`src/rtl/byte_striping_pkg.sv`:
```
// Shared striping definitions: lane state encoding and default geometry,
// used by both the striper and the unstriper.
package byte_striping_pkg;

   typedef enum logic [0:0] {
      EVEN = 1'b0,
      ODD  = 1'b1
   } stripe_state_e;

   localparam int unsigned DEF_WIDTH         = 32;
   localparam int unsigned DEF_FLUSH_TIMEOUT = 4;
   localparam int unsigned IDLE_W            = 4;

endpackage

```
`src/rtl/byte_striping_lane_out_reg.sv`:
```
// Output stage for the striper: holds one lane pair (or a lone lane-0 word)
// until downstream consumes it.
module lane_out_reg
   import byte_striping_pkg::*;
#(
   parameter int unsigned WIDTH = DEF_WIDTH
) (
   input  logic             clk_2f,
   input  logic             reset,
   input  logic             load,
   input  logic             load_pair,
   input  logic             drain,
   input  logic [WIDTH-1:0] data_0,
   input  logic [WIDTH-1:0] data_1,
   output logic [WIDTH-1:0] lane_0,
   output logic             valid_0,
   output logic [WIDTH-1:0] lane_1,
   output logic             valid_1
);

   // Lane registers: a load wins over a drain; lane_1 keeps its old value on a flush.
   always_ff @(posedge clk_2f) begin
      if (reset) begin
         lane_0  <= {WIDTH{1'b0}};
         lane_1  <= {WIDTH{1'b0}};
         valid_0 <= 1'b0;
         valid_1 <= 1'b0;
      end else if (load) begin
         lane_0  <= data_0;
         valid_0 <= 1'b1;
         if (load_pair) begin
            lane_1  <= data_1;
            valid_1 <= 1'b1;
         end else begin
            valid_1 <= 1'b0;
         end
      end else if (drain) begin
         valid_0 <= 1'b0;
         valid_1 <= 1'b0;
      end
   end

endmodule

```
`src/rtl/byte_striping.sv`:
```
// Splits a serial word stream into two lanes: 1st/3rd/... words on lane_0,
// 2nd/4th/... on lane_1, flushing a lone lane-0 word after an idle timeout.
module byte_striping
   import byte_striping_pkg::*;
#(
   parameter int unsigned WIDTH         = DEF_WIDTH,
   parameter int unsigned FLUSH_TIMEOUT = DEF_FLUSH_TIMEOUT
) (
   input  logic             clk_2f,
   input  logic             reset,
   input  logic [WIDTH-1:0] data_in,
   input  logic             valid_in,
   output logic             in_ready,
   output logic [WIDTH-1:0] lane_0,
   output logic             valid_0,
   output logic [WIDTH-1:0] lane_1,
   output logic             valid_1,
   input  logic             lanes_ready,
   output logic [7:0]       pair_count
);

   localparam logic [IDLE_W-1:0] TIMEOUT_C = IDLE_W'(FLUSH_TIMEOUT);

   stripe_state_e     state_r;
   logic [WIDTH-1:0]  hold_r;
   logic [IDLE_W-1:0] idle_r;
   logic [7:0]        pair_count_r;

   logic pending_s;
   logic out_free_s;
   logic drain_s;
   logic accept_s;
   logic timeout_s;
   logic load_pair_s;
   logic flush_s;
   logic load_s;

   // Handshake and output-stage control decoded from state and backpressure.
   always_comb begin
      pending_s   = valid_0 | valid_1;
      out_free_s  = !pending_s || lanes_ready;
      drain_s     = pending_s && lanes_ready;
      in_ready    = 1'b0;
      if (reset) begin
         in_ready = 1'b0;
      end else begin
         case (state_r)
            EVEN:    in_ready = 1'b1;
            ODD:     in_ready = out_free_s;
            default: in_ready = 1'b0;
         endcase
      end
      accept_s    = valid_in && in_ready;
      timeout_s   = (idle_r == TIMEOUT_C);
      // An arriving word on the timeout cycle forms a pair instead of flushing.
      load_pair_s = (state_r == ODD) && accept_s;
      flush_s     = (state_r == ODD) && !accept_s && timeout_s && out_free_s;
      load_s      = load_pair_s || flush_s;
   end

   // Striping FSM, hold register, idle timer and consumed-transfer counter.
   always_ff @(posedge clk_2f) begin
      if (reset) begin
         state_r      <= EVEN;
         hold_r       <= {WIDTH{1'b0}};
         idle_r       <= {IDLE_W{1'b0}};
         pair_count_r <= 8'd0;
      end else begin
         if (drain_s) begin
            pair_count_r <= pair_count_r + 8'd1;
         end
         case (state_r)
            EVEN: begin
               idle_r <= {IDLE_W{1'b0}};
               if (accept_s) begin
                  hold_r  <= data_in;
                  state_r <= ODD;
               end
            end
            ODD: begin
               if (load_s) begin
                  state_r <= EVEN;
                  idle_r  <= {IDLE_W{1'b0}};
               end else if (!timeout_s) begin
                  idle_r <= idle_r + {{(IDLE_W-1){1'b0}}, 1'b1};
               end
            end
            default: begin
               state_r <= EVEN;
               idle_r  <= {IDLE_W{1'b0}};
            end
         endcase
      end
   end

   assign pair_count = pair_count_r;

   lane_out_reg #(
      .WIDTH (WIDTH)
   ) u_lane_out_reg (
      .clk_2f    (clk_2f),
      .reset     (reset),
      .load      (load_s),
      .load_pair (load_pair_s),
      .drain     (drain_s),
      .data_0    (hold_r),
      .data_1    (data_in),
      .lane_0    (lane_0),
      .valid_0   (valid_0),
      .lane_1    (lane_1),
      .valid_1   (valid_1)
   );

endmodule

```
`config.mk`:
```
export PLATFORM = sky130hd
export DESIGN_NAME = byte_striping
export DESIGN_NICKNAME = d
export VERILOG_FILES = /design/src/rtl/byte_striping_pkg.sv /design/src/rtl/byte_striping_lane_out_reg.sv /design/src/rtl/byte_striping.sv
export SDC_FILE = /design/constraint.sdc
export NUM_CORES = 1
export LEC_CHECK = 0
export CORE_UTILIZATION = 52
export DETAILED_ROUTE_END_ITERATION = 10
export GPL_TIMING_DRIVEN = 0
export PLACE_DENSITY = 0.84
export SLEW_MARGIN = 20
export SYNTH_ARGS = -nofsm -noshare
export SYNTH_HDL_FRONTEND = slang
export SYNTH_HIERARCHICAL = 1
export SYNTH_SLANG_ARGS = --single-unit
```
`constraint.sdc`:
```
create_clock -name clk_2f -period 5 [get_ports clk_2f]
set_input_delay 1 -clock clk_2f [delete_from_list [all_inputs] [get_ports clk_2f]]
set_output_delay 1 -clock clk_2f [all_outputs]
set_load 0.005 [all_outputs]
```
; ---- Yosys cells after proc, flatten, opt, wreduce, memory -nomap -nowiden
; Cells that the tools add are included.
[word_totals]
reg_bits = 111
inputBits = 36
output_inout_bits = 75
[classes]
n_addsub = 2
muxes = 12
n_eq_ne = 2
bitwise = 2
n_reduce_logical = 13
[ops]
columns = cell, n
row1 = adder 8 x 1 -> 8 bit (second input constant), 1
row2 = 2-to-1 mux 4 bit, 2
row3 = case mux 4 bit (2 select lines), 1
row4 = 2-to-1 mux 1 bit, 7
row5 = logical AND 1 bit, 6
row6 = adder 4 x 1 -> 4 bit (second input constant), 1
row7 = == test 4 x 3 -> 1 bit (second input constant), 1
row8 = case mux 1 bit (2 select lines), 2
row9 = AND reduction 2 bit, 2
row10 = != test 3 x 2 -> 1 bit (second input constant), 1
row11 = logical NOT 1 bit, 2
row12 = logical OR 1 bit, 2
row13 = nonzero test 2 bit, 1
row14 = NOT 1 bit, 1
row15 = bitwise OR 1 bit, 1

; ---- Depth between registers and ports, before layout
[depth]
word_depth = 13
mapped_depth = 9
depth_no_buf = 6

; ---- Cells and area by module
; Netlist, hierarchy kept.
[by_module_without_submodules]
columns = module, n_inst, area_each_um2, cells_per_inst, seq_area_each_um2
row1 = lane_out_reg, 1, 2593.7, 257, 1321.3
row2 = byte_striping, 1, 1790.5, 219, 900.9

; ---- Worst setup path after synthesis
; No wires, ideal clock.
[synth_path]
path_type = input -> output
from = in reset
to = out in_ready
n_path_buf = 2
slack_ns = 2.389
stages = 3
arrival_ns = 1.611
cell_sequence = clkbuf_1 buf_1 a21oi_1
[synth_between]
elab_chain_len = 1
[synth_rtl]
columns = item, line
row1 = "start, declared", byte_striping.sv:10  ; input logic reset,
row2 = 2-to-1 mux 1 bit, byte_striping.sv:44  ; if (reset) begin
row3 = "end, declared", byte_striping.sv:13  ; output logic in_ready,
; Every way passes these cells.

; ---- Final worst setup path
; Ends and elaborated chain as after synthesis.

==> impl_metrics.yaml <==
global_routing:
  grt_max_degree: 21
  first_global_vias: 3636
  grt_antenna_before_repair: 0
  grt-ovfl-total: 0
  grt_usage_pct: 24.8
  grt_pass1_wl_um: 17200
worst_setup_path:
  timing.critical_path.slowest_cell_delay_ns: 0.59
  cp_data_required_time_ns: 4.00
  regToRegStartpoint: "idle_r[0]"
  crit_path_top_delay_cell: "sky130_fd_sc_hd__clkdlybuf4s50_1"
  cp_max_fo: 10
  path_cells: "clkdlybuf4s50_1 > clkbuf_1 > buf_1 > a21oi_1 > clkdlybuf4s50_1"
  critical-path-top-cell-by-count: "sky130_fd_sc_hd__clkdlybuf4s50_1"
  critical_path.startpoint: "reset"
  path_type_of_the_worst_setup_path: "in2out"
  critPathLaunchType: "input port"
  worst_ep_arrival_time_ns: 2.98
  type_of_element_capturing_the_critical_path: "output port"
finish:
  antennaDiodeCount: 0
  final_cell_mix: "sky130_fd_sc_hd__dfxtp_1 (111), sky130_fd_sc_hd__clkdlybuf4s50_1 (110), sky130_fd_sc_hd__a21oi_1 (76)"
  design_area_um2: 5820
  share_of_post_route_cells_with_drive_strength_above_1_pct: 12.3
  mostFrequentLayoutCell: "sky130_fd_sc_hd__dfxtp_1"
  fin_nets: 636
  synthToLayoutAreaGrowth_pct: 32.6
clocking:
  cts-buffers-inserted: 9
  cts.path.max_buffers: 2
  cts_tree: "built"
  post-cts-setup-buffers: 0
  cts-resized-gates: 0
  ctsHtreeMaxLevel: 3
  path_clk_slew_ns: 0.11
  cts_hold_repair.buffers: 0
  clock-sinks: 111
  clk-insertion-delay-late_ns: 0.38
  ctsRootBufferMaster: "sky130_fd_sc_hd__clkbuf_8"
placed_design:
  dpl.hpwl_um: 7750
  routabilityCongestion: 0.795
  portBuffers: 110
  placement.cell_area_um2: 5620
  dp_worst_setup_slack_ns: 1.00
synthesis:
  postSynth.asyncResetShare_pct: 0
  syn-mean-instance-area_um2: 9.21
  postSynth.topFlopCell: "sky130_fd_sc_hd__dfxtp_1"
  synth.cell_area_um2: 4380
  synthesis.instances: 476
  synth.lib_cells_used.distinct: 36
  synth_enable_flop_cells: 0
  ys_ff_latch: 111
  synth_warnings: 6
  synth_seq_area_share_pct: 50.7
  synthesized_netlist_net_count: 515
die:
  initial_cell_density_of_the_core_pct: 53.6
  coreArea_um2: 8180
  ios: 111
  floorplan.rows: 33
  die_w_um: 93.8
  die_area_um2: 8800
  fp.dieH_um: 93.8
sta:
  final.setup.worst_slack_ns: 1.02
  post-route-min-period_ns: 3.98
  transition_time_at_the_pin_with_the_least_slew_margin_ns: 0.514
  setup_viol: 0
  final_total_negative_setup_slack_ns: 0
  upper_clock_frequency_limit_ghz: 0.252
  slew_violations: 0
  timing.final.hold_violations: 0
  skew_ns: 0.0165
  max-slew-margin-rel_pct: 65.7
  min_period_over_period_pct: 79.5
  unrepaired_setup_endpoints_after_global_routing: "false"
pwr:
  power_density_nw_per_um2: 271
  leakage_uw: 0.00207
  share_seq_of_total_power_pct: 57.7
  switching_share_pct: 25.9
  clock_power_share_pct: 33.9
  comb_power_share_pct: 8.4
  power_report.internal_total_uw: 1170
  peak_supply_drop_v: 0.000163
  p_sw_uw: 408
route:
  post_route_drc: 0
  routedWlPerCell_um: 15.4
  drt_iter0_drc: 199
  detail_route.wirelength_um: 10900
  via_per_inst: 5.46
  1st_pass_router_iterations: 4
  ant_nets: 0
  via_count: 3862
job:
  drv.max_cap_violation_count: 0
run_status:
  run_status: "finished, final reports clean"
worst_hold_path:
  worst_hold_startpoint: "hold_r[6]"
  min_path_type: "reg2reg"
-- through the flow --
step | utilization [%] | cells | hold slack [ns] | total power [uW]
floorplan | - | 476 | 0.436 | 993
global placement | 68.7 | 691 | 0.442 | 1050
detailed placement | 68.7 | 691 | 0.450 | 1060
CTS | 71.1 | 707 | 0.464 | 1580
global route | 71.1 | 707 | 0.483 | 1620
finish | 71.1 | 707 | 0.463 | 1570
-- power by group through the flow --
stage / Clock, uW / Sequential, uW / Combinational (uW)
CTS: 538 / 908 / 131
detailed placement: 0 / 928 / 130
global route: 568 / 910 / 142
global placement: 0 / 927 / 127
floorplan: 0 / 926 / 67.1
finish: 534 / 908 / 131
-- cell type report --
class / count / area [um2]
tap: 105 / 131
clock inverter: 6 / 61.3
fill: 653 / 2360
buffer: 39 / 231
clock buffer: 10 / 138
multi-input combinational: 320 / 1910
timing repair buffer: 110 / 1100
inverter: 6 / 22.5
sequential: 111 / 2220
-- worst paths after layout --
path,endpoint,slack (ns),cells after the start
worst max-delay path,in_ready,1.02,5
worst min-delay path,hold_r[6],0.46,2
worst max register to register,u_lane_out_reg/lane_0[16],3.11,8
worst min register to register,hold_r[6],0.46,2
-- worst max-delay path: cells and delay by family --
family,cells,cell delay [ns]
buffers and inverters,4,1.90
AOI/OAI and AO/OA,1,0.08
-- cell usage after synthesis (2+ instances only) --
library cell	n	area [um2]
sky130_fd_sc_hd__a21bo_1	2	20.0
sky130_fd_sc_hd__a21bo_2	30	300
sky130_fd_sc_hd__a21oi_1	76	380
sky130_fd_sc_hd__and3_1	2	12.5
sky130_fd_sc_hd__buf_1	5	18.8
sky130_fd_sc_hd__buf_2	11	55.1
sky130_fd_sc_hd__buf_4	11	82.6
sky130_fd_sc_hd__buf_6	4	45.0
sky130_fd_sc_hd__clkbuf_1	8	30.0
sky130_fd_sc_hd__dfxtp_1	111	2220
sky130_fd_sc_hd__ha_1	3	37.5
sky130_fd_sc_hd__inv_1	6	22.5
sky130_fd_sc_hd__mux2i_1	33	330
sky130_fd_sc_hd__nand2_1	67	251
sky130_fd_sc_hd__nand2b_1	2	12.5
sky130_fd_sc_hd__nand3_1	36	180
sky130_fd_sc_hd__nand3b_1	2	15.0
sky130_fd_sc_hd__nor2_1	38	143
sky130_fd_sc_hd__o2111ai_1	3	26.3
sky130_fd_sc_hd__o211ai_1	2	15.0
sky130_fd_sc_hd__o21ai_0	3	15.0
sky130_fd_sc_hd__o31ai_1	2	15.0
sky130_fd_sc_hd__or3_1	3	18.8
sky130_fd_sc_hd__or3b_1	2	17.5
sky130_fd_sc_hd__or4_1	2	15.0
sky130_fd_sc_hd__xor2_1	2	17.5
-- registers in the layout (all words and copies together) (netlist names) --
signal / count
hold_r: 32
idle_r: 4
pair_count: 8
state_r: 1
u_lane_out_reg/lane_0: 32
u_lane_out_reg/lane_1: 32
u_lane_out_reg/valid_0: 1
u_lane_out_reg/valid_1: 1
-- kinds of logic (layout without fill, tap and decap cells) --
kind of cell,Yosys count,after routing,synth area share (%)
fa+ha+maj,3,3,0.856
compound gates,122,122,18.4
simple gates,160,160,16.3
mux,33,33,7.53
buf+inv,45,171,5.79
flops,111,111,50.7
xor+xnor,2,2,0.400
-- routing by layer --
| metal | vias up | track usage (%) | wire length, um |
|---|---|---|---|
| met4 | 0 | 8.08 | 122 |
| met5 | - | 0 | 0 |
| met1 | 1849 | 32.3 | 4920 |
| li1 | 1876 | - | - |
| met2 | 122 | 41.5 | 5190 |
| met3 | 15 | 4.37 | 668 |
Note: power is estimated with default switching activity, not from simulation.
